## src/rtl/uriscv_fetch.sv

```systemverilog
// rtl/uriscv_fetch.sv - uRISC-V instruction fetch unit with single-outstanding reads and redirect handling
module uriscv_fetch #(
  parameter logic [31:0] BOOT_VECTOR = 32'h00000000
) (
  input  logic        clk_i,
  input  logic        rst_i,
  input  logic        branch_i,
  input  logic [31:0] branch_target_i,
  output logic        mem_i_rd_o,
  output logic [31:0] mem_i_pc_o,
  input  logic        mem_i_accept_i,
  input  logic        mem_i_valid_i,
  input  logic [31:0] mem_i_inst_i,
  output logic        fetch_valid_o,
  output logic [31:0] fetch_pc_o,
  output logic [31:0] fetch_instr_o,
  output logic        fetch_fault_o,
  input  logic        fetch_accept_i
);

  typedef enum logic [2:0] {
    S_IDLE,
    S_REQ,
    S_WAIT,
    S_HOLD,
    S_FAULT,
    S_HALT
  } state_t;

  state_t      r_state;
  logic [31:0] r_pc;
  logic [31:0] r_req_pc;
  logic        r_drop;
  logic        r_mem_rd;
  logic [31:0] r_mem_pc;
  logic        r_valid;
  logic [31:0] r_out_pc;
  logic [31:0] r_out_instr;
  logic        r_fault;

  logic        w_redirect;
  logic        w_issue;
  logic [31:0] w_issue_pc;
  logic        w_issue_misaligned;

  // Redirects are honoured everywhere except the single post-reset IDLE cycle
  assign w_redirect         = branch_i && (r_state != S_IDLE);
  assign w_issue_pc         = w_redirect ? branch_target_i : r_pc;
  assign w_issue_misaligned = |w_issue_pc[1:0];

  // Decide whether this cycle ends in a new fetch issue (or a fault entry)
  always_comb begin
    w_issue = 1'b0;
    case (r_state)
      S_IDLE:  w_issue = 1'b1;
      S_REQ:   w_issue = 1'b0;
      S_WAIT:  w_issue = mem_i_valid_i && (r_drop || w_redirect);
      S_HOLD:  w_issue = w_redirect || fetch_accept_i;
      S_FAULT: w_issue = w_redirect;
      S_HALT:  w_issue = w_redirect;
      default: w_issue = 1'b0;
    endcase
  end

  // Fetch FSM: owns the PC, request port, drop flag and output buffer
  always_ff @(posedge clk_i) begin
    if (rst_i) begin
      r_state     <= S_IDLE;
      r_pc        <= BOOT_VECTOR;
      r_req_pc    <= 32'h0;
      r_drop      <= 1'b0;
      r_mem_rd    <= 1'b0;
      r_mem_pc    <= 32'h0;
      r_valid     <= 1'b0;
      r_out_pc    <= 32'h0;
      r_out_instr <= 32'h0;
      r_fault     <= 1'b0;
    end else if (w_issue) begin
      r_pc   <= w_issue_pc;
      r_drop <= 1'b0;
      if (w_issue_misaligned) begin
        // Misaligned target never reaches memory; it is presented as a fault entry
        r_state     <= S_FAULT;
        r_mem_rd    <= 1'b0;
        r_valid     <= 1'b1;
        r_out_pc    <= w_issue_pc;
        r_out_instr <= 32'h0;
        r_fault     <= 1'b1;
      end else begin
        r_state  <= S_REQ;
        r_mem_rd <= 1'b1;
        r_mem_pc <= w_issue_pc;
        r_req_pc <= w_issue_pc;
        r_valid  <= 1'b0;
      end
    end else begin
      case (r_state)
        S_REQ: begin
          // Address stays put until accepted; a redirect only marks the response stale
          if (mem_i_accept_i) begin
            r_state  <= S_WAIT;
            r_mem_rd <= 1'b0;
          end
          if (w_redirect) begin
            r_drop <= 1'b1;
            r_pc   <= branch_target_i;
          end
        end
        S_WAIT: begin
          if (mem_i_valid_i) begin
            r_state     <= S_HOLD;
            r_valid     <= 1'b1;
            r_out_pc    <= r_req_pc;
            r_out_instr <= mem_i_inst_i;
            r_fault     <= 1'b0;
            r_pc        <= r_pc + 32'd4;
          end else if (w_redirect) begin
            r_drop <= 1'b1;
            r_pc   <= branch_target_i;
          end
        end
        S_FAULT: begin
          if (fetch_accept_i) begin
            r_state <= S_HALT;
            r_valid <= 1'b0;
          end
        end
        default: begin
        end
      endcase
    end
  end

  assign mem_i_rd_o    = r_mem_rd;
  assign mem_i_pc_o    = r_mem_pc;
  assign fetch_valid_o = r_valid;
  assign fetch_pc_o    = r_out_pc;
  assign fetch_instr_o = r_out_instr;
  assign fetch_fault_o = r_fault;

endmodule
```

## config.mk

```make
export PLATFORM = sky130hd
export DESIGN_NAME = uriscv_fetch
export DESIGN_NICKNAME = d
export VERILOG_FILES = /design/src/rtl/uriscv_fetch.sv
export SDC_FILE = /design/constraint.sdc
export NUM_CORES = 1
export LEC_CHECK = 0
export CORE_AREA = 2 2 121 169
export DETAILED_ROUTE_END_ITERATION = 8
export DIE_AREA = 0 0 123 171
export GPL_TIMING_DRIVEN = 0
export SLEW_MARGIN = 0
export SYNTH_ARGS = -nofsm -noshare
export SYNTH_HDL_FRONTEND = slang
export SYNTH_SLANG_ARGS = --single-unit
```

## constraint.sdc

```tcl
create_clock -name clk_i -period 2.12 [get_ports clk_i]
set_clock_uncertainty 0.15 [all_clocks]
set_input_delay 0.212 -clock clk_i [delete_from_list [all_inputs] [get_ports clk_i]]
set_output_delay 0.212 -clock clk_i [all_outputs]
set_load 0.02 [all_outputs]
```

Yosys cells after proc, flatten, opt, wreduce, memory -nomap -nowiden

Cells that the tools add are included.

$add $sub $neg: 1
Equal/unequal tests: 10
Multiplexer cells: 35
Bitwise gates (word level): 1
Reductions and logical operators: 23

Operators by type and width:

| cell                  | number |
|---|---|
| $mux 32               | 11 |
| $pmux 32 s2           | 1 |
| $add 32x3->32 const B | 1 |
| $mux 3                | 5 |
| $mux 1                | 14 |
| $reduce_bool 2->1     | 5 |
| $ne 3x3->1 const B    | 3 |
| $pmux 3 s3            | 1 |
| $reduce_bool 3->1     | 3 |
| $eq 3x2->1 const B    | 2 |
| $eq 3x3->1 const B    | 2 |
| $reduce_and 2->1      | 3 |
| $reduce_and 3->1      | 2 |
| $reduce_or 2->1       | 3 |
| $pmux 1 s2            | 2 |
| $pmux 1 s4            | 1 |
| $reduce_and 4->1      | 1 |
| $reduce_bool 4->1     | 1 |
| $eq 3x1->1 const B    | 1 |
| $logic_not 3->1       | 1 |
| $logic_and 1x1->1     | 2 |
| $logic_or 1x1->1      | 2 |
| $ne 2x1->1 const B    | 1 |
| $ne 2x2->1 const B    | 1 |
| $not 1->1             | 1 |

Flip-flop bits (word level): 135
Output and inout port bits: 99
Logic and storage cells: 79

Longest topological paths before layout

Word-level depth: 7
Gate-level depth with buffers: 8
Mapped depth without buffers: 6

Least setup slack after synthesis

No wires, ideal clock.

Path kind: register to register
From: register r_pc[2]
To: register r_pc[30]
Arrival time: 1.786 ns
Required time: 1.889 ns
Setup slack: 0.103 ns
Cell stages (with the launch flop): 7
Period minus slack after synthesis: 2.017 ns
Cells stage by stage: dfxtp_1 ha_1 nand3_1 nor3_2 nand3_1 or4_1 a41oi_1

Longest elaborated chain between the ends: 4

RTL lines:

| element                  | RTL line | RTL |
|---|---|---|
| start: declaration       | 31       | `logic [31:0] r_pc;` |
| start signal: assignment | 79       | `r_pc <= w_issue_pc;` |
| start signal: assignment | 106      | `r_pc <= branch_target_i;` |
| start signal: assignment | 116      | `r_pc <= r_pc + 32'd4;` |
| $add 32x3->32            | 116      |  |
| $mux 32                  | 110      | `if (mem_i_valid_i) begin` |
| $pmux 32 s2              | 97       | `case (r_state)` |
| $mux 32                  | 78       | `end else if (w_issue) begin` |

Every way passes these cells.
A chain may end at the register's enable or synchronous reset.

Worst setup path in the final report

From: register r_state[0]
To: register r_out_pc[19], in the netlist fetch_pc_o[19]

Longest elaborated chain between the ends: 7

RTL lines:

| element                                                   | RTL line | RTL |
|---|---|---|
| start: declaration                                        | 30       | `state_t r_state;` |
| start signal: assignment                                  | 68       | `r_state <= S_IDLE;` |
| start signal: assignment                                  | 83       | `r_state <= S_FAULT;` |
| start signal: assignment                                  | 90       | `r_state <= S_REQ;` |
| $reduce_bool 3->1                                         | 47       | `assign w_redirect = branch_i && (r_state != S_IDLE);` |
| $logic_and 1x1->1                                         | 47       |  |
| $logic_or 1x1->1                                          | 57       | `S_WAIT: w_issue = mem_i_valid_i && (r_drop \|\| w_redirect);` |
| $logic_and 1x1->1                                         | 57       |  |
| $pmux 1 s4                                                | 54       | `case (r_state)` |
| $ne 2x1->1 (no line) or $reduce_bool 2->1 (tied branches) | --       |  |
| $reduce_and 3->1 (no line)                                | --       |  |
| end signal: assignment                                    | 86       | `r_out_pc <= w_issue_pc;` |
| end signal: assignment                                    | 113      | `r_out_pc <= r_req_pc;` |
| end: declaration                                          | 37       | `logic [31:0] r_out_pc;` |

Parallel ways exist; a longest one is shown, timed or not. The select of a mux whose other input is x is not followed.

==> Flow_metrics.wiki <==
{| class="wikitable"
! Metric !! Value
|-
| Remaining max-slew budget at the tightest pin || 0.4035
|-
| Source-to-sink clock delay at the later pin of the worst-skew pair || between 400 and 500 ps
|-
| Total number of vias || 7267
|-
| Initial Util || 0.3414
|-
| Worst reg2reg setup slack || -3 ps
|-
| Category of the worst setup path capture point || register
|-
| Sequential fraction of the synthesis area || 0.4020
|-
| Violations in the final reports || setup timing
|-
| Dominant synthesized flop cell || sky130_fd_sc_hd__dfxtp_1
|-
| Clock input transition at the sequential cells of the worst setup and hold paths || ~60 ps
|-
| Cell repeated most along the worst path || sky130_fd_sc_hd__buf_6
|-
| Last weighted congestion value of the routability-driven placer || 0.9407
|-
| First DRT Iteration DRCs || 666
|-
| Source of the critical timing path || r_state[0]
|-
| Final setup violating endpoints || 1
|-
| Max Cap Viol || 0
|-
| Path category of the worst min-delay check || primary input to register
|-
| Maximum clock insertion buffer count || 2
|-
| Number of enable-type register cells in the synthesized netlist || 0
|-
| Leakage || about 3.5 nW
|-
| Via count of the first global-routing pass || 7159
|-
| Library cell used as clock root buffer || sky130_fd_sc_hd__clkbuf_16
|-
| Total of buffers placed on input and output ports || 166
|-
| Destination of the worst hold path || r_drop
|-
| Slowest cell on the critical path || sky130_fd_sc_hd__dfxtp_2
|-
| Layout Area Growth over Synthesis || 52.71%
|-
| Number of antenna cells inserted || 0
|-
| Utilization of the core after routing || 0.5214
|-
| Die footprint || 0.02103 mm²
|-
| Highest achievable clock rate || ~470 MHz
|-
| Routed wire length per instance || ~20 µm
|-
| Cell Area, Synth || slightly below 0.007 mm²
|-
| Number of synthesis warnings || 0
|-
| Final wirelength || approximately 26 mm
|-
| Core Rows || 61
|-
| Worst Path Required || 2320 ps
|-
| Final routed DRC violation total || 0
|-
| Max rail drop VDD || 0.6450 mV
|-
| NumNets Final || 1086
|-
| Beginning of the worst register-to-register path || r_state[0]
|-
| Via/cell ratio || ~5.7
|-
| Pwr Total || 16.26 mW
|-
| Run status || finished with violations
|-
| Final HPWL from detailed placement || ~18 mm
|-
| Crit Path Category || register to register
|-
| Antenna violations before repair || 0
|-
| Register-to-Register Path Depth || 8
|-
| Setup TNS || -3.391 ps
|-
| Core box area || between 0.015 and 0.02 mm²
|-
| Total overflow reported by the global router || 0
|-
| Period utilization || 1.002
|-
| Hold WS || between 70 and 80 ps
|-
| Max Fanout on Critical Path || 5
|-
| Cells after synthesis || around 800
|-
| Distinct cell type count of the synthesized netlist || ~70
|-
| Unrepaired setup endpoints after global routing || true
|-
| Highest cell delay on the worst timing path || 330 ps
|-
| GRT Overall Usage || 0.2416
|-
| Horizontal die dimension || 123 µm
|-
| Data arrival, critical path || 2330 ps
|-
| Synthesized netlist net count || 869
|-
| Top post-synthesis cells by count || 135 x sky130_fd_sc_hd__dfxtp_1, 92 x sky130_fd_sc_hd__a21oi_1, 83 x sky130_fd_sc_hd__nand3_1, 66 x sky130_fd_sc_hd__nand2_1, 62 x sky130_fd_sc_hd__nor2_1
|-
| Startpoint type of the worst setup path || register
|-
| Hold path startpoint || branch_i
|-
| Worst-margin pin slew || slightly below 900 ps
|-
| Final hold viol count || 0
|-
| Num Clock Sinks || 135
|-
| Worst hold stages || 3
|-
| Fraction of final layout cells with drive strength greater than 1 || 0.2212
|-
| Minimum period implied by the final worst setup slack || 2123 ps
|-
| Share of synthesized flip-flops with an asynchronous set or reset || 0
|-
| Die Y-Extent || about 170 µm
|-
| Number of flip-flops and latches in the synthesized netlist || 135
|-
| Htree depth || 4
|-
| Crit Reg-Reg Endpoint || fetch_pc_o[19]
|-
| Post-DRT Antenna Nets || 0
|-
| Global-route wire length before repair || 39.23 mm
|-
| TritonCTS buffer count || 17
|-
| Critical path buffers and inverters || 3
|-
| Fin. max-slew vios || 0
|-
| Top area cells in the synthesized netlist || sky130_fd_sc_hd__dfxtp_1 40%, sky130_fd_sc_hd__a21oi_1 6.8%, sky130_fd_sc_hd__nand3_1 6.2%, sky130_fd_sc_hd__a211oi_2 5.0%, sky130_fd_sc_hd__mux2i_1 4.8%
|-
| Crit path setup slack, layout || -3.391 ps
|-
| Number of iterations in the first detailed-routing pass || 5
|-
| Power Dens Cells || 1584 mW/mm²
|-
| Syn_area_per_cell || 8.424 µm²
|-
| Hold-fix buffers, CTS || 0
|-
| Fraction of synthesized cell area taken by the top area cell type || 0.4020
|-
| Pin count of the biggest net entering global routing || 17
|-
| Top delay family on crit path || compound AO/OA/AOI/OAI gates
|-
| Most frequently used cell type in the post-synthesis netlist || sky130_fd_sc_hd__dfxtp_1
|-
| CTS tree || yes
|-
| Number of placed I/O pins || 169
|-
| Synth area leader || sky130_fd_sc_hd__dfxtp_1
|-
| Series of cell instances along the critical path || buf_6, o31ai_4, mux2i_4, a21boi_4, buf_6, buf_8, o221ai_2, a21oi_1
|}
worst min-delay path, stage by stage:
cell                      delay (ps)
sky130_fd_sc_hd__buf_2           160
sky130_fd_sc_hd__a31oi_1         170
sky130_fd_sc_hd__nor3_1           50
stage by stage:
stage                     instances  setup slack, ps  instance area [µm²]
after floorplan                 798            102.9                 6723
final                          1278           -3.391                10270
after global placement         1216           -644.6                 8700
after global routing           1278           -42.74                10270
after CTS                      1268           -40.08                 9706
after detailed placement       1216           -638.0                 8700
area by class of cell:
cell class / instances / area, µm²
inverter: 5 / 18.77
tap: 252 / 315.3
clock buffer: 20 / 456.7
timing repair buffer: 199 / 1994
fill: 1885 / 9425
clock inverter: 10 / 152.6
sequential: 135 / 2719
buffer: 76 / 554.3
multi-input combinational: 581 / 4055
metal layers:
layer / GRT usage / vias up / wire length [µm]
met1: 0.2740 / 3467 / 9985
met4: 0.1082 / 0 / 914
met2: 0.4281 / 299 / 13560
li1: - / 3431 / -
met5: 0 / - / 0
met3: 0.05233 / 70 / 1820
cells by family after synthesis:
logic type / after synthesis / share of synthesized area
xor gates and xnor gates: 3 / 0.003909
adders and majority gates: 1 / 0.001861
buffers and inverters: 82 / 0.06309
DFF: 135 / 0.4020
muxes: 36 / 0.05677
and+or+nand+nor: 272 / 0.1928
AOI/OAI and AO/OA: 269 / 0.2796
power breakdown:
part | internal (mW) | leakage [nW] | total (mW) | switching [mW]
Clock | 2.00 | 0.301 | 3.13 | 1.12
Combinational | 4.04 | 2.08 | 9.09 | 5.05
Sequential | 3.32 | 1.11 | 4.04 | 0.718
Total | 9.36 | 3.49 | 16.3 | 6.89
worst max-delay path by stage:
stage	depth (start not counted)	slack, ps	endpoint
after CTS	7	-40	fetch_pc_o[2]
after detailed placement	7	-640	fetch_instr_o[29]
after global routing	8	-40	fetch_pc_o[19]
after floorplan	6	100	r_pc[30]
after global placement	7	-640	fetch_instr_o[28]
final	8	-3	fetch_pc_o[19]
state kept, by name, summed over array words and instances (netlist names):
register,count
fetch_instr_o,32
fetch_pc_o,32
mem_i_pc_o,32
r_pc,32
r_state,3
fetch_fault_o,1
fetch_valid_o,1
mem_i_rd_o,1
r_drop,1
layout by cell type (no fill, tap or decap), types with 12 or more instances in the layout:
cell                              count
sky130_fd_sc_hd__a211oi_2            27
sky130_fd_sc_hd__a21oi_1             87
sky130_fd_sc_hd__buf_4               45
sky130_fd_sc_hd__clkbuf_1            19
sky130_fd_sc_hd__clkbuf_16           19
sky130_fd_sc_hd__clkdlybuf4s50_1    166
sky130_fd_sc_hd__dfxtp_1            128
sky130_fd_sc_hd__mux2i_1             17
sky130_fd_sc_hd__mux2i_4             12
sky130_fd_sc_hd__nand2_1             62
sky130_fd_sc_hd__nand3_1             80
sky130_fd_sc_hd__nand4_1             13
sky130_fd_sc_hd__nor2_1              59
sky130_fd_sc_hd__nor3_1              17
sky130_fd_sc_hd__o21ai_0             47
sky130_fd_sc_hd__o221ai_1            14
sky130_fd_sc_hd__o221ai_2            16
repair_timing:
action                                  CTS  global route
pin swaps                                 9            31
gates cloned                              1             3
resized for setup                        59           108
endpoints found under the setup margin  131           108
setup buffers                            21             8
Note: power is estimated with default switching activity, not from simulation.
